[config.mk]
export PLATFORM = sky130hd
export DESIGN_NAME = mem_access_unit
export DESIGN_NICKNAME = d
export VERILOG_FILES = /design/src/rtl/mem_access_unit_pkg.sv /design/src/rtl/mem_extend.sv /design/src/rtl/mem_access_unit.sv
export SDC_FILE = /design/constraint.sdc
export NUM_CORES = 1
export LEC_CHECK = 0
export CAP_MARGIN = 30
export CELL_PAD_IN_SITES_DETAIL_PLACEMENT = 2
export CELL_PAD_IN_SITES_GLOBAL_PLACEMENT = 2
export CORE_MARGIN = 2
export CORE_UTILIZATION = 28
export DETAILED_ROUTE_END_ITERATION = 8
export GPL_TIMING_DRIVEN = 0
export PLACE_DENSITY_LB_ADDON = 0.05
export SLEW_MARGIN = 20
export SYNTH_ARGS = -nofsm -noshare
export SYNTH_HDL_FRONTEND = slang
export SYNTH_SLANG_ARGS = --single-unit
[constraint.sdc]
create_clock -name clk -period 3.4 [get_ports clk]
set_input_delay 0.51 -clock clk [delete_from_list [all_inputs] [get_ports clk]]
set_output_delay 0.51 -clock clk [all_outputs]
set_load 0.01 [all_outputs]
[src/rtl/mem_access_unit_pkg.sv]
// mem_access_unit_pkg: memControl size/sign codes, FSM states and access-size helper shared with the ID-stage decoder
package mem_access_unit_pkg;

    typedef enum logic [2:0] {
        MC_NONE    = 3'd0,
        MC_BYTE    = 3'd1,
        MC_HALF    = 3'd2,
        MC_WORD    = 3'd3,
        MC_DWORD   = 3'd4,
        MC_BYTE_U  = 3'd5,
        MC_HALF_U  = 3'd6,
        MC_WORD_U  = 3'd7
    } mem_ctl_e;

    typedef enum logic [1:0] {
        S_IDLE  = 2'd0,
        S_BEAT1 = 2'd1,
        S_BEAT2 = 2'd2,
        S_RESP  = 2'd3
    } state_e;

    function automatic logic [3:0] size_of(input logic [2:0] code);
        return (code == MC_BYTE || code == MC_BYTE_U) ? 4'd1 :
               (code == MC_HALF || code == MC_HALF_U) ? 4'd2 :
               (code == MC_DWORD) ? 4'd8 : 4'd4;
    endfunction

endpackage

[src/rtl/mem_extend.sv]
// mem_extend: sign/zero extension of right-justified load data by memControl code (ctl, data -> result)
module mem_extend
    import mem_access_unit_pkg::*;
#(
    parameter int XLEN = 64
) (
    input  logic [2:0]      ctl,
    input  logic [XLEN-1:0] data,
    output logic [XLEN-1:0] result
);

    always_comb begin
        result = (ctl == MC_BYTE)   ? {{(XLEN-8){data[7]}}, data[7:0]} :
                 (ctl == MC_HALF)   ? {{(XLEN-16){data[15]}}, data[15:0]} :
                 (ctl == MC_WORD)   ? {{(XLEN-32){data[31]}}, data[31:0]} :
                 (ctl == MC_BYTE_U) ? {{(XLEN-8){1'b0}}, data[7:0]} :
                 (ctl == MC_HALF_U) ? {{(XLEN-16){1'b0}}, data[15:0]} :
                 (ctl == MC_WORD_U) ? {{(XLEN-32){1'b0}}, data[31:0]} : data;
    end

endmodule

[src/rtl/mem_access_unit.sv]
// mem_access_unit: unaligned load/store sequencer onto an 8-byte aligned bus (pipeline start/busy/done/rdata, bus mem_req/we/addr/be/wdata/ack/rdata)
module mem_access_unit
    import mem_access_unit_pkg::*;
#(
    parameter int XLEN = 64
) (
    input  logic            clk,
    input  logic            rst_n,
    input  logic            start,
    input  logic [2:0]      memControl,
    input  logic            is_store,
    input  logic [XLEN-1:0] addr,
    input  logic [XLEN-1:0] wdata,
    output logic            busy,
    output logic            done,
    output logic [XLEN-1:0] rdata,
    output logic            mem_req,
    output logic            mem_we,
    output logic [XLEN-1:0] mem_addr,
    output logic [7:0]      mem_be,
    output logic [XLEN-1:0] mem_wdata,
    input  logic            mem_ack,
    input  logic [XLEN-1:0] mem_rdata
);

    localparam logic [XLEN-1:0] BEAT_STRIDE = 8;

    state_e          state;
    logic [2:0]      ctl_r;
    logic [2:0]      off_r;
    logic            st_r;
    logic [7:0]      be_hi;
    logic [XLEN-1:0] wdata_r;
    logic [XLEN-1:0] lo_r;
    logic [3:0]      size;
    logic [15:0]     mask;
    logic [5:0]      sh_in;
    logic [5:0]      sh_lo;
    logic [5:0]      sh_hi;
    logic [XLEN-1:0] beat_lo;
    logic [XLEN-1:0] ext_in;
    logic [XLEN-1:0] ext_out;

    always_comb begin
        size    = size_of(memControl);
        mask    = ((16'd1 << size) - 16'd1) << addr[2:0];
        sh_in   = {addr[2:0], 3'b000};
        sh_lo   = {off_r, 3'b000};
        sh_hi   = {3'(3'd0 - off_r), 3'b000};
        beat_lo = mem_rdata >> sh_lo;
        ext_in  = (state == S_BEAT2) ? (lo_r | (mem_rdata << sh_hi)) : beat_lo;
    end

    assign busy = (state != S_IDLE);

    mem_extend #(.XLEN(XLEN)) u_extend (
        .ctl    (ctl_r),
        .data   (ext_in),
        .result (ext_out)
    );

    // A non-zero upper mask byte means the access spills into the next aligned word
    always_ff @(posedge clk) begin
        if (!rst_n) begin
            state     <= S_IDLE;
            ctl_r     <= '0;
            off_r     <= '0;
            st_r      <= 1'b0;
            be_hi     <= '0;
            wdata_r   <= '0;
            lo_r      <= '0;
            done      <= 1'b0;
            rdata     <= '0;
            mem_req   <= 1'b0;
            mem_we    <= 1'b0;
            mem_addr  <= '0;
            mem_be    <= '0;
            mem_wdata <= '0;
        end else begin
            case (state)
                S_IDLE: begin
                    if (start && memControl != MC_NONE) begin
                        ctl_r     <= memControl;
                        off_r     <= addr[2:0];
                        st_r      <= is_store;
                        wdata_r   <= wdata;
                        be_hi     <= mask[15:8];
                        mem_req   <= 1'b1;
                        mem_we    <= is_store;
                        mem_addr  <= {addr[XLEN-1:3], 3'b000};
                        mem_be    <= mask[7:0];
                        mem_wdata <= wdata << sh_in;
                        state     <= S_BEAT1;
                    end
                end
                S_BEAT1: begin
                    if (mem_ack) begin
                        lo_r <= beat_lo;
                        if (|be_hi) begin
                            mem_addr  <= mem_addr + BEAT_STRIDE;
                            mem_be    <= be_hi;
                            mem_wdata <= wdata_r >> sh_hi;
                            state     <= S_BEAT2;
                        end else begin
                            mem_req <= 1'b0;
                            mem_we  <= 1'b0;
                            rdata   <= st_r ? '0 : ext_out;
                            done    <= 1'b1;
                            state   <= S_RESP;
                        end
                    end
                end
                S_BEAT2: begin
                    if (mem_ack) begin
                        mem_req <= 1'b0;
                        mem_we  <= 1'b0;
                        rdata   <= st_r ? '0 : ext_out;
                        done    <= 1'b1;
                        state   <= S_RESP;
                    end
                end
                default: begin
                    done  <= 1'b0;
                    state <= S_IDLE;
                end
            endcase
        end
    end

endmodule
# Yosys cells after proc, flatten, opt, wreduce, memory -nomap -nowiden
# Index checks and enable logic that the tools add are counted.
# totals
ff_bits,348
in_bits,200
output_inout_bits,204
word_cells,103
# op_classes
n_addsub,3
reduce_logical,17
shifts,6
n_eq_ne,18
n_mux,43
bitwise,2
# op_table
operator,count
$mux 64,17
$pmux 64 s2,3
$shl 64x6->64,2
$shr 64x6->64,2
$add 64x4->64 const B,1
$or 64x64->64,1
$mux 8,3
$eq 3x3->1 const B,6
$pmux 8 s2,1
$shl 1x4->16 const A,1
$shl 16x3->16,1
$sub 16x1->16 const B,1
$mux 4,3
$reduce_and 4->1,3
$ne 2x2->1 const B,5
$eq 3x2->1 const B,3
$mux 1,9
$pmux 1 s3,3
$reduce_or 8->1,1
$eq 3x1->1 const B,2
$mux 2,3
$pmux 2 s3,1
$reduce_bool 2->1,3
$reduce_bool 3->1,2
10 further kinds,12

# Longest topological paths before layout
# Gate-level depths: netlist (run 1).
# depth
ltp_word,14
mapped_depth,16

# By module
# A second synthesis (run 1) with hierarchy kept.
# unflattened
cells_unflattened,2859
hier_area_um2,23123.4
# modules_own_cells
mod,cells_each,instances,area_each_um2,seq_area_each_um2
mem_access_unit,2725,1,22414.0,6906.6
mem_extend,134,1,709.4,0.0

# Least setup slack after synthesis (run 1)
# OpenSTA, ideal clock, no wires.
# synth_timing
kind,register to register
from,register off_r[0]
to,register rdata[13]
setup_slack_ps,148
synth_period_minus_slack_ps,3252
arrival_ps,3192
path_stages_with_launch,15
path_buffers,6
cell_sequence,dfxtp_1 buf_4 inv_1 clkbuf_1 clkbuf_1 ha_1 clkbuf_1 or2_2 buf_6 nor2_4 a21oi_1 or3_1 nor3_4 buf_4 o31a_1
# synth_via
elab_chain_cells,14
# synth_lines
item,line,text
"start, declared",mem_access_unit.sv:30,logic [2:0] off_r;
"start signal, assigned",mem_access_unit.sv:84,off_r <= addr[2:0];
$sub 1x3->3,mem_access_unit.sv:49,"sh_hi = {3'(3'd0 - off_r), 3'b000};"
$shl 64x6->64,mem_access_unit.sv:51,ext_in = (state == S_BEAT2) ? (lo_r | (mem_rdata << sh_hi)) : beat_lo;
$or 64x64->64,mem_access_unit.sv:51,
$mux 64 (*),mem_access_unit.sv:51,
$mux 64,mem_extend.sv:18,"(ctl == MC_WORD_U) ? {{(XLEN-32){1'b0}}, data[31:0]} : data;"
$mux 64,mem_extend.sv:17,"(ctl == MC_HALF_U) ? {{(XLEN-16){1'b0}}, data[15:0]} :"
$mux 64,mem_extend.sv:16,"(ctl == MC_BYTE_U) ? {{(XLEN-8){1'b0}}, data[7:0]} :"
$mux 64,mem_extend.sv:15,"(ctl == MC_WORD) ? {{(XLEN-32){data[31]}}, data[31:0]} :"
$mux 64,mem_extend.sv:14,"(ctl == MC_HALF) ? {{(XLEN-16){data[15]}}, data[15:0]} :"
$mux 64 (*),mem_extend.sv:13,"result = (ctl == MC_BYTE) ? {{(XLEN-8){data[7]}}, data[7:0]} :"
$mux 64 (*),"mem_access_unit.sv:107, mem_access_unit.sv:117",
$mux 64,mem_access_unit.sv:99,if (|be_hi) begin
$mux 64,mem_access_unit.sv:97,if (mem_ack) begin
$pmux 64 s2 (*),mem_access_unit.sv:80,case (state)
"end signal, assigned",mem_access_unit.sv:107,rdata <= st_r ? '0 : ext_out;
"end signal, assigned",mem_access_unit.sv:117,rdata <= st_r ? '0 : ext_out;
"end, declared",mem_access_unit.sv:16,"output logic [XLEN-1:0] rdata,"
# Every way passes the cells marked *; elsewhere a longest branch is shown, timed or not. The select of a mux whose other input is x is not followed.
# A chain may end at the register's enable or synchronous reset.

# Final worst setup path (run 1)
# layout_timing
from,register state[1]
to,register lo_r[52]
# layout_via
elab_chain_cells,2
# layout_lines
item,line,text
"start, declared",mem_access_unit.sv:28,state_e state;
"start signal, assigned",mem_access_unit.sv:65,state <= S_IDLE;
"start signal, assigned",mem_access_unit.sv:93,state <= S_BEAT1;
"start signal, assigned",mem_access_unit.sv:103,state <= S_BEAT2;
$eq 2x1->1,mem_access_unit.sv:80,
$reduce_and 2->1 (no source line),-,
"end signal, assigned",mem_access_unit.sv:98,lo_r <= beat_lo;
"end, declared",mem_access_unit.sv:34,logic [XLEN-1:0] lo_r;
# No other way between the ends.

==> flow_metrics.tcl, run 1 <==
set metrics [dict create \
    status "finished, final reports clean" \
    gp_congestion 1.04 \
    synth_area_leaders "dfxtp_1 30%, nand2_1 7.5%, mux2i_1 7.4%, a21oi_1 6.4%, a211oi_1 5.1%" \
    internal_power_mw 13.5 \
    numPortBuffers 398 \
    ys_ff_latch 345 \
    synth_commonest_cells "458 x nand2_1, 345 x dfxtp_1, 293 x a21oi_1" \
    period_share_pct 99.8 \
    p_sw_mw 13.9 \
    pwr-share-seq_pct 24.3 \
    synth_fa_ha_area_share_pct 0.601 \
    rsz0062_at_grt "true" \
    finalSetupViolCount 0 \
    fin_hold_ws_ps 458 \
    critPathTopFamily "buffers and inverters" \
    path_common_cell "clkbuf_1" \
    netlist_area_mm2 0.0229 \
    grt_pass1_vias 28700 \
    fp.dieH_um 290 \
    synthXorXnorAreaFrac_pct 0.186 \
    ir_drop_uv 434 \
    initial_core_util_pct 28.4 \
    grt_pass1_wl_um 223000 \
    switching_share_pct 50.7 \
    synth_top_cell_area_share_pct 30.2 \
    cp_slowest_stage_delay_ps 660 \
    post-route-min-period_ps 3390 \
    pwr-share-comb_pct 58.8 \
    numClockSinks 345 \
    cp-start-kind "flip-flop" \
    vias 27900 \
    wl_per_cell_um 35.8 \
    critical_path_buf_inv_count 5 \
    coreArea_mm2 0.0807 \
    fin_util_pct 37.6 \
    synth_top_family_by_area "compound AO/OA/AOI/OAI gates" \
    arrival_ps 3910 \
    fp.dieW_um 290 \
    clockRootBuffer "clkbuf_16" \
    ys_warn_count 0 \
    fp-row-count 104 \
    avgSynthCellArea_um2 7.88 \
    syn_to_final_growth_pct 32.4 \
    ant_nets 0 \
    fin_nets 3587 \
    ios 404 \
    drtIter0Drc 2585 \
    drc 0 \
    cp_max_fo 10 \
    cts.htree.levels 2 \
    finalHoldViolCount 0 \
    clk_pin_slew_worst_paths_ps 60 \
    synthFlopType "dfxtp_1" \
    skew_ps 33.0 \
    synthSimpleGateAreaFrac_pct 19.9 \
    firstDrtPassIters 5 \
    clockBufferDepth 3 \
    clk_latency_ps 610 \
    hpwl_um 128000 \
    grt_max_degree 20 \
    wirelength_um 160000 \
    synth_compound_area_share_pct 29.0 \
    cap_violations 0 \
    relSlewSlack_pct 26.8 \
    die_area_mm2 0.0841 \
    n_fill_cell 9184 \
    synth-seq-area-share_pct 30.2 \
    synth_most_common_cell "nand2_1" \
    cpMaxStageDelayCell "clkbuf_1" \
    slew_viol_final 0 \
    synthArstFlopShare_pct 0 \
    syn_inst 2907 \
    cp.required_ps 3920 \
    holdBufCountCts 0 \
    worstSetupPathType "flip-flop to flip-flop" \
    p_leak_nw 10.3 \
    grt_overflow 0 \
    antenna_found_initial 10 \
    yosysUniqueCellTypes 89 \
    synth.largest_area_cell "dfxtp_1" \
    track_usage_pct 36.6 \
    drive_gt1_share_pct 10.9 \
    synth_mux_area_share_pct 14.3 \
    pwr_density_cell_mw_per_mm2 902 \
    vias_per_cell 6.24 \
    min_path_type "flip-flop to flip-flop" \
    fmax_mhz 295 \
    cts_tree "built" \
    endpoint_kind "flip-flop" \
    tightestPinTransition_ps 1100 \
    synth-edff-count 0 \
    p_clk_share_pct 16.9 \
    numCtsBuffers 43 \
    path_cells "inv_1 -> ha_1 -> clkbuf_2 -> and2_1 -> clkbuf_1 -> clkbuf_1 -> clkbuf_1 -> nand2_1 -> a21oi_1" \
]
==> cell families (layout without fill, tap and decap cells) <==
group	count (synthesis)	after routing
AND/OR/NAND/NOR	1011	1011
XOR/XNOR	4	4
multiplexers	259	259
buffers and inverters	319	813
other	1	6
adder cells (fa/ha/maj)	11	11
AO/OA/AOI/OAI	957	957
flip-flops	345	345
==> registers in the layout, indices dropped and copies added (netlist names) <==
name	cells
be_hi	8
st_r	1
mem_be	8
wdata_r	64
mem_wdata	64
mem_addr	61
mem_we	1
ctl_r	3
done	1
mem_req	1
off_r	3
lo_r	64
rdata	64
state	2
==> power groups by stage <==
stage	logic, mW	registers [mW]	clock network (mW)
6_report	16.1	6.65	4.61
5_1_grt	16.8	6.76	4.82
4_1_cts	15.5	6.60	4.65
3_5_place_dp	15.0	6.66	0
3_3_place_gp	14.6	6.58	0
2_1_floorplan	7.35	6.54	0
==> worst paths after layout <==
path | from | end | slack, ps | cells past startpoint
worst min-delay path | lo_r[38]$_SDFFE_PN0P_ | lo_r[38]$_SDFFE_PN0P_ | 460 | 2
worst min register to register | lo_r[38]$_SDFFE_PN0P_ | lo_r[38]$_SDFFE_PN0P_ | 460 | 2
worst max-delay path | state[1]$_SDFFE_PN0P_ | lo_r[52]$_SDFFE_PN0P_ | 7 | 9
worst max register to register | state[1]$_SDFFE_PN0P_ | lo_r[52]$_SDFFE_PN0P_ | 7 | 9
==> timing repair <==
| item | in CTS | in global routing |
|---|---|---|
| pin swaps | 9 | 6 |
| cloned | 0 | 0 |
| setup buffers | 12 | 1 |
| gates resized for setup | 82 | 71 |
| setup endpoints to repair | 157 | 125 |
==> cell type report <==
type | count | area, um2 | area share [%]
Clock inverter | 10 | 103 | 0.339
Sequential cell | 345 | 6910 | 22.8
Buffer | 271 | 1320 | 4.35
Timing Repair Buffer | 425 | 4270 | 14.1
Tap cell | 1060 | 1330 | 4.38
Clock buffer | 62 | 1230 | 4.05
Inverter | 45 | 173 | 0.570
Antenna cell | 3 | 7.51 | 0.0248
Multi-Input combinational cell | 2245 | 15000 | 49.4
==> routing by layer <==
layer	wire, um	part of all wire, %	track usage [%]	vias up
li1	-	-	-	11800
met1	72100	45	50.8	14500
met2	70100	44	56.9	1332
met3	12700	8.0	7.47	238
met4	4900	3.1	10.6	2
met5	9	0.0056	0	-
==> layout by cell type (no fill, tap or decap), drive strengths merged, types with 12 or more instances in the layout <==
master and count:
mux4 50, o2bb2ai 16, a21o 12, a211o 25, o22ai 29, nand4 23, o21ai 106, inv 46
mux2i 170, dfxtp 345, and3 18, mux2 39, and2 37, buf 107, nand3 69, o22a 16
clkbuf 251, nor3 61, clkdlybuf4s50 398, a311oi 27, a211oi 155, a21oi 294, a221oi 50, o31a 21
nor2 227, o221ai 23, o211ai 43, nor4 32, nor2b 36, a31oi 26, nand2 458, o31ai 15
==> metrics by stage <==
stage                     worst slack, ps  area, um2  setup TNS [ps]  cells  power [mW]
after floorplan                       148      22900               0   2909        13.9
after global placement              -1830      28200         -192920   4367        21.2
after detailed placement            -1820      28300         -205280   4375        21.7
after CTS                            3.36      30000               0   4456        26.7
after global routing                -6.26      30300           -6.26   4463        28.4
final                                7.11      30300               0   4466        27.3
==> worst reg2reg max path: stages (launching register included) <==
cell	delay (ps)
dfxtp_1	340
inv_1	110
ha_1	280
clkbuf_2	440
and2_1	190
clkbuf_1	240
clkbuf_1	660
clkbuf_1	660
nand2_1	190
a21oi_1	190
Power figures use the tool's default switching activity.
==> run 2: changes to the inputs <==
--- a/config.mk
+++ b/config.mk
@@ -5,7 +5,6 @@
 export SDC_FILE = /design/constraint.sdc
 export NUM_CORES = 1
 export LEC_CHECK = 0
-export CAP_MARGIN = 30
 export CELL_PAD_IN_SITES_DETAIL_PLACEMENT = 2
 export CELL_PAD_IN_SITES_GLOBAL_PLACEMENT = 2
 export CORE_MARGIN = 2
==> run 2 against run 1 <==
- the flow now finishes with violations (setup timing)
- cell area about the same
- via count down 0.21%
- cell count about the same
- worst setup slack worse by 63 ps
- maximum frequency down 1.8%
- critical path type is now input port to flip-flop
- highest routed layer unchanged
==> flow_metrics.tcl, run 2 (synthesis results as in run 1) <==
set metrics [dict create \
    grt_pass1_wl_um 223000 \
    switching_share_pct 50.3 \
    gp_congestion 1.04 \
    grt_pass1_vias 28400 \
    clockRootBuffer "clkbuf_16" \
    vias_per_cell 6.23 \
    fmax_mhz 289 \
    internal_power_mw 13.8 \
    violations "setup timing" \
    place_area_mm2 0.0282 \
    cp_max_fo 10 \
    slew_viol_final 0 \
    drc 0 \
    cp-start-kind "input port" \
    final_cell_mix "456 x nand2_1, 398 x clkdlybuf4s50_1, 344 x dfxtp_1" \
    status "finished with violations" \
    antenna_found_initial 16 \
    instances_no_fill 4463 \
    ant_nets 0 \
    cap_violations 0 \
    drtIter0Drc 2898 \
    ir_drop_uv 380 \
    n_fill_cell 9197 \
    cp_slowest_stage_delay_ps 880 \
    skew_ps 38.3 \
    endpoint_kind "flip-flop" \
    pwr-share-seq_pct 24.0 \
    numPortBuffers 398 \
    vias 27800 \
    pwr-share-comb_pct 57.7 \
    tightestPinTransition_ps 1240 \
    dp_cells 4368 \
    holdBufCountCts 0 \
    cp.required_ps 3900 \
    r2r_cells 7 \
    p_clk_share_pct 18.3 \
    p_leak_nw 10.3 \
    fp.dieW_um 290 \
    ff_latch_area_mm2 0.00691 \
    wirelength_um 160000 \
    finalHoldViolCount 0 \
    numCtsBuffers 45 \
    clk_pin_slew_worst_paths_ps 60 \
    pwr_density_cell_mw_per_mm2 914 \
    numClockSinks 345 \
    coreArea_mm2 0.0807 \
    clockBufferDepth 3 \
    syn_to_final_growth_pct 32.3 \
    die_area_mm2 0.0841 \
    fin_nets 3579 \
    grt_overflow 0 \
    cts.htree.levels 2 \
    arrival_ps 3950 \
    fp-row-count 104 \
    final_area_mm2 0.0303 \
    worstSetupPathType "input port to flip-flop" \
    hpwl_um 128000 \
    relSlewSlack_pct 17.5 \
    p_total_mw 27.7 \
    cpMaxStageDelayCell "buf_1" \
    grt_max_degree 20 \
    post-route-min-period_ps 3460 \
    fin_ws_ps -56.4 \
    clk_latency_ps 610 \
    finalSetupViolCount 4 \
    initial_core_util_pct 28.4 \
    rsz0062_at_grt "true" \
    layout_commonest_cell "nand2_1" \
    wl_per_cell_um 35.9 \
    drive_gt1_share_pct 10.7 \
    firstDrtPassIters 6 \
    p_sw_mw 13.9 \
    cts_tree "built" \
    fin_util_pct 37.5 \
    track_usage_pct 36.6 \
    preCtsSetupSlack_ps -1840 \
    period_share_pct 102 \
    ios 404 \
    min_path_type "flip-flop to flip-flop" \
    multi_input_area_mm2 0.0149 \
    path_cells "clkdlybuf4s50_1 -> inv_1 -> ha_1 -> nand2b_1 -> a21o_1 -> and3_1 -> buf_2 -> buf_1 -> o221ai_2 -> o211a_1" \
    fp.dieH_um 290 \
    min_path_cells 2 \
]
## run 2: cell count changes in the layout (fill, tap and decap cells not counted), moves of 3 or more
cell and delta:
a221oi_2 +3, bufinv_16 +3, mux2i_1 +3, buf_8 -6, o32ai_2 -3, buf_6 -4, mux2i_2 -3, clkbuf_16 +3
o32ai_1 +3
## run 2: per-layer routing
metal	wire length (um)	vias up	global-route usage [%]	part of all wire, %
met1	71800	14400	50.9	45
li1	-	11800	-	-
met4	5270	4	10.7	3.3
met2	70400	1326	57.2	44
met5	18	-	0	0.011
met3	12900	279	7.08	8.1
## run 2: power by group through the flow
stage	Sequential, mW	Combinational (mW)	Clock [mW]
2_1_floorplan	6.54	7.35	0
3_3_place_gp	6.58	14.6	0
3_5_place_dp	6.67	15.0	0
4_1_cts	6.60	15.5	5.14
5_1_grt	6.75	16.6	5.30
6_report	6.64	16.0	5.08
## run 2: what timing repair did
action	CTS	global route
pin swaps	8	2
gates resized for setup	87	59
buffers inserted	14	1
endpoints found under the setup margin	163	137
## run 2: worst max-delay path, delay by kind of cell
kind | cells | cell delay (ps)
AOI/OAI and AO/OA | 3 | 820
adders and majority gates | 1 | 320
buffers and inverters | 4 | 1840
and+or+nand+nor | 2 | 450
## run 2: path summary, 6_finish.rpt
check,slack (ps),end,start
min reg2reg,460,lo_r[38]$_SDFFE_PN0P_,lo_r[38]$_SDFFE_PN0P_
min,460,lo_r[38]$_SDFFE_PN0P_,lo_r[38]$_SDFFE_PN0P_
max reg2reg,-40,mem_wdata[55]$_SDFFE_PN0P_,state[1]$_SDFFE_PN0P_
max,-60,mem_wdata[55]$_SDFFE_PN0P_,memControl[0]
## run 2: stage by stage
step / hold slack [ps] / setup TNS (ps)
after floorplan: 431 / 0
after global placement: 440 / -192920
after detailed placement: 449 / -212680
after CTS: 460 / 0
after global routing: 471 / -1340
final: 458 / -171
## run 2: area by class of cell
type / instances / share of cell area, %
Antenna cell: 3 / 0.0248
Buffer: 272 / 4.36
Clock buffer: 64 / 4.29
Clock inverter: 15 / 0.706
Inverter: 45 / 0.570
Multi-Input combinational cell: 2245 / 49.3
Sequential cell: 345 / 22.8
Tap cell: 1060 / 4.38
Timing Repair Buffer: 414 / 13.6
==> edit 1 (flow settings as in run 1) <==
Make the reset (`rst_n`) asynchronous in one clocked block.
--- a/src/rtl/mem_access_unit.sv
+++ b/src/rtl/mem_access_unit.sv
@@ -60,7 +60,7 @@
     );
 
     // A non-zero upper mask byte means the access spills into the next aligned word
-    always_ff @(posedge clk) begin
+    always_ff @(posedge clk or negedge rst_n) begin
         if (!rst_n) begin
             state     <= S_IDLE;
             ctl_r     <= '0;
Function: differs if rst_n is asserted again (counterexample within 4 cycles, from zero or initial values and one cycle with rst_n low); with rst_n held inactive, the same outputs for 4 cycles.
==> edit 1 against run 1 <==
Sequential cell count unchanged; total power up 41%; cell area up 2.5%; area after synthesis up 0.58%; setup slack better by 0.050 ns; utilization up 0.43 points; sequential share of layout area up 5.0 points; routed wire length down 6.9%; global-route usage down 2.1 points.
==> edit 1: results (changes against run 1) <==
| Metric | Value |
|---|---|
| Run status | `complete, no violations` |
| Reg2reg end | `rdata[14]` |
| Synth top cells by count | `nand2_1, dfrtp_1, o21ai_0` |
| Post-synthesis mux area share | `15.4% (+1.1 points)` |
| Metal2 WL | `71800 um (+2.4%)` |
| Placed cell areas | `28600 um2 (+1.0%)` |
| Ys flop type | `dfrtp_1` |
| Max clock buf depth | `3 (unchanged)` |
| Filler instances | `9087 (-1.1%)` |
| Peak supply drop | `0.483 mV (+11%)` |
| Worst Skew | `0.0258 ns (-0.00719 ns)` |
| Metal3 WL | `7630 um (-40%)` |
| Final nets | `3437 (-4.2%)` |
| Area contributors post-synth | `dfrtp_1, mux2i_1, nand2_1` |
| Hold Path Class | `input pin to async pin` |
| Worst Path Arrival | `3.81 ns (-0.10 ns)` |
| Number of buffers inserted during clock tree synthesis | `46 (+7.0%)` |
| Synth Area in XOR/XNOR | `0.141% (-0.045 points)` |
| Share of cells above drive strength 1 | `11.4% (+0.54 points)` |
| Max-slew headroom at the worst pin | `31.7% (+4.9 points)` |
| Largest net degree at the start of global routing | `94 (+370%)` |
| Metal-1 WL | `60500 um (-16%)` |
| Clock-pin slew on the worst setup and hold paths | `0.06 ns (about the same)` |
| Initial antenna violation count | `2 (-8)` |
| Final period utilization | `98.3% (-1.5 points)` |
| DR WL/cell | `34.4 um (-4.0%)` |
| Post-Synth Adder-Cell Area | `0.598% (-0.0035 points)` |
| Pleak | `12.7 nW (+24%)` |
| Global-route wire length before repair | `212000 um (-5.0%)` |
| Synth Area in Compound Gates | `24.6% (-4.4 points)` |
| Pre-CTS setup slack | `-2.00 ns (-0.173 ns)` |
| Met3 usage | `5.24% (-2.2 points)` |
| Final core occ | `38.0% (+0.43 points)` |
| Final Wtd Congestion | `1.00 (-4.1%)` |
| Sequential fraction of the synthesis area | `37.5% (+7.3 points)` |
| Async S/R FF share, synth | `100% (+100 points)` |
| M2 GR Usage | `58.5% (+1.6 points)` |
| Yosys cell types | `76 (-15%)` |
| H-Tree Depth | `2 (unchanged)` |
| Post-Syn Area per Cell | `8.39 um2 (+6.6%)` |
| DP Wirelength | `117000 um (-9.0%)` |
| Final WL | `149000 um (-6.9%)` |
| Vias per cell | `5.94 (-4.7%)` |
| Met1 Track Usage GR | `42.2% (-8.6 points)` |
| Port bufs | `397 (-0.25%)` |
| Reg2reg path depth | `12 (+3)` |
| Reg2reg setup slack | `0.06 ns (+0.05 ns)` |
| Highest routing layer actually used | `met4` |
| Vias in the first global route | `28.3k (-1.3%)` |
| R2r startpoint | `off_r[0]` |
| GRT Total Usage | `34.5% (-2.1 points)` |
| Cells after DPL | `4230 (-3.3%)` |
| Kind of critical path | `register to register` |
| Detailed Route Iter0 Violations | `1982 (-23%)` |
[edit 1: changes by cell type after synthesis, moves of 39 or more]
cell,before,now
nor2_1,226,121
dfxtp_1,345,0
o211ai_1,42,3
nand2_1,458,551
o21ai_0,104,266
a211oi_1,155,27
dfrtp_1,0,345
mux2i_1,170,235
a21oi_1,293,211
[edit 1: worst min-delay path by stage]
stage | startpoint | endpoint | slack [ns] | cells after the start
4_1_cts | rst_n | rdata[53] | 0.38 | 2
3_3_place_gp | lo_r[7] | lo_r[7] | 0.46 | 2
6_report | rst_n | rdata[53] | 0.39 | 2
2_1_floorplan | rst_n | be_hi[0] | 0.21 | 0
5_1_grt | rst_n | rdata[51] | 0.41 | 2
3_5_place_dp | rst_n | rdata[54] | 0.41 | 1
[edit 1: final cells by class]
class	count	area share, %
flip-flops and latches	345	27.8
clock buffers	68	4.40
clock inverters	13	0.605
repair buffers	437	14.1
diodes	2	0.0161
well taps	1070	4.31
inverters	31	0.411
multi-input cells	2131	44.4
plain buffers	234	3.93
[edit 1: repair_timing]
action	CTS	global route
gates resized for setup	146	82
pin swaps	10	11
buffers inserted	12	6
hold buffers	1	0
setup endpoints to repair	198	151
endpoints found under the hold margin	28	0
[edit 1: where the power goes]
part / switching (W) / total (W) / internal, W / leakage, nW
logic: 0.0163 / 0.0255 / 0.00921 / 7.67
clock network: 0.00209 / 0.00517 / 0.00307 / 0.769
registers: 0.00192 / 0.00790 / 0.00598 / 4.30
[edit 1: critical path, stage by stage (launching register included)]
cell	delay, ns
dfrtp_1	0.41
buf_6	0.17
inv_8	0.12
clkbuf_16	0.22
buf_8	0.18
ha_4	0.21
xnor2_4	0.14
clkbuf_2	0.41
clkbuf_2	0.39
nor3_1	0.17
o21ai_0	0.17
o21ai_0	0.19
a221o_1	0.39
==> edit 2 (settings of run 1) <==
Made on the original files. `XLEN` is set to 64 in 2 places; all go to 96.
--- a/src/rtl/mem_extend.sv
+++ b/src/rtl/mem_extend.sv
@@ -2,7 +2,7 @@
 module mem_extend
     import mem_access_unit_pkg::*;
 #(
-    parameter int XLEN = 64
+    parameter int XLEN = 96
 ) (
     input  logic [2:0]      ctl,
     input  logic [XLEN-1:0] data,
--- a/src/rtl/mem_access_unit.sv
+++ b/src/rtl/mem_access_unit.sv
@@ -2,7 +2,7 @@
 module mem_access_unit
     import mem_access_unit_pkg::*;
 #(
-    parameter int XLEN = 64
+    parameter int XLEN = 96
 ) (
     input  logic            clk,
     input  logic            rst_n,
Ports: changed (6 resized); port bits go from 404 to 596. The function was not compared with the original's and may differ.
==> edit 2 against run 1 <==
The flow now finishes with violations (negative setup slack); global-route usage is 4.5 points higher; critical path depth is 2 higher; utilization is 1.3 points higher; sequential cell count is 160 higher; total power is 79% higher; count of clock-buffer cells in the layout is 33 higher; routed wire length is 67% higher; area after synthesis is 50% higher; cell area is 56% higher; setup slack worse by 0.069 ns; largest cell class unchanged; largest power group unchanged; highest routed layer unchanged.
==> edit 2: results (changes against run 1) <==
| Metric | Value |
|---|---|
| Slowest-stage cell, CP | `o2bb2ai_1` |
| Final worst slack | `-0.0621 ns (-0.0692 ns)` |
| Run status | `finished with violations` |
| Initial antenna violation count | `23 (+13)` |
| H-Tree Depth | `3 (+1)` |
| YS warnings | `0 (unchanged)` |
| Slew @ Worst Pin | `1.10 ns (-0.000547 ns)` |
| Hold Path Class | `input pin to register` |
| Failing checks | `negative setup slack` |
| Final WL | `267000 um (+67%)` |
| Global-route wire length before repair | `362000 um (+62%)` |
| # setup viols final | `4 (+4)` |
| Ys flop type | `dfxtp_1` |
| Hold WS | `0.449 ns (-0.00924 ns)` |
| Number of buffers inserted during clock tree synthesis | `68 (+58%)` |
| Vias | `42.5k (+52%)` |
| Pleak | `16.9 nW (+64%)` |
| Final Wtd Congestion | `1.04 (-0.37%)` |
| Worst Skew | `0.0165 ns (-0.0165 ns)` |
| Area contributors post-synth | `dfxtp_1, mux4_2, mux2i_1` |
| Final nets | `5289 (+47%)` |
| Peak supply drop | `0.595 mV (+37%)` |
| Port bufs | `591 (+48%)` |
| DP Wirelength | `214000 um (+67%)` |
| Vias in the first global route | `42.8k (+49%)` |
| Synth top cells by count | `nand2_1, dfxtp_1, a21oi_1` |
| Sequential fraction of the synthesis area | `29.5% (-0.69 points)` |
| Max clock buf depth | `3 (unchanged)` |
| Largest net degree at the start of global routing | `20 (unchanged)` |
| Slowest Stage Delay on Critical Path | `0.91 ns (+0.25 ns)` |
| CTS root buf | `clkbuf_16` |
| Clock-pin slew on the worst setup and hold paths | `0.06 ns (about the same)` |
| GRT Total Usage | `41.1% (+4.5 points)` |
| Worst-skew pair later-pin latency | `0.66 ns (+0.05 ns)` |
| Async S/R FF share, synth | `0% (unchanged)` |
| Detailed Route Iter0 Violations | `4851 (+88%)` |
| Yosys cell types | `90 (+1.1%)` |
| Pre-CTS setup slack | `-2.22 ns (-0.400 ns)` |
| Crit Path Max Fanout | `10 (unchanged)` |
| Worst Path Arrival | `4.04 ns (+0.13 ns)` |
| 1st-pass router iterations | `5 (unchanged)` |
| Setup TNS | `-0.150 ns (-0.150 ns)` |
| Share of cells above drive strength 1 | `16.4% (+5.5 points)` |
==> edit 2: cell count changes after synthesis, sizes merged, moves of 89 or more <==
cell / run 1 / this run
nand2: 458 / 670
nor2: 227 / 342
mux4: 50 / 145
mux2i: 170 / 300
clkbuf: 189 / 278
dfxtp: 345 / 505
==> edit 2: area by class of cell <==
| cell class | instances | area, um2 |
|---|---|---|
| buffer | 400 | 2250 |
| multi-input combinational | 3285 | 23500 |
| clock buffer | 95 | 1960 |
| timing repair buffer | 687 | 6910 |
| inverter | 35 | 135 |
| tap | 1625 | 2030 |
| sequential | 505 | 10100 |
| fill | 13632 | 74400 |
| clock inverter | 25 | 369 |
| antenna | 7 | 17.5 |
==> edit 2: critical path, delay by kind of cell (launching register included) <==
| kind | cells | cell delay (ns) |
|---|---|---|
| flops | 1 | 0.32 |
| buf+inv | 7 | 1.24 |
| compound gates | 4 | 1.81 |
==> edit 2: repair_timing <==
action	4_1_cts	5_1_grt
resized for setup	406	101
setup endpoints to repair	287	262
pin swaps	30	20
gates cloned	3	0
buffers inserted	51	6
==> edit 2: routing by layer <==
layer	share of wire, %	vias to the layer above	track usage [%]
met2	44	2526	64.8
met3	8.6	684	8.39
met1	39	21858	51.2
met5	0.060	-	0
met4	7.7	22	26.2
li1	-	17395	-
==> edit 2: kinds of logic (layout without fill, tap and decap cells) <==
logic type	count (synthesis)	count (layout)	synth area share [%]
buffers and inverters	444	1242	5.29
muxes	524	524	20.9
DFF	505	505	29.5
and+or+nand+nor	1521	1521	20.0
AOI/OAI and AO/OA	1224	1224	23.8
adders and majority gates	11	11	0.401
xor gates and xnor gates	2	2	0.0949
other	1	10	0.0109
==> edit 2: through the flow <==
stage                     cells  cell area (um2)
after floorplan            4234            34300
after global placement     6450            42300
after detailed placement   6481            42700
after CTS                  6650            47000
after global routing       6659            47300
final                      6664            47300
==> edit 2: path summary, 6_finish.rpt <==
path                   from            to  depth (start not counted)
setup / recovery   off_r[0]     rdata[42]                         11
hold / removal     addr[83]  mem_addr[83]                          3
setup reg to reg   off_r[0]     rdata[42]                         11
hold reg to reg   rdata[82]     rdata[82]                          2
==> edit 2: power by group <==
part | total [W] | internal [W] | switching [W]
sequential | 0.0108 | 0.00804 | 0.00278
clock | 0.00781 | 0.00452 | 0.00328
combinational | 0.0302 | 0.0106 | 0.0196
total | 0.0488 | 0.0232 | 0.0257
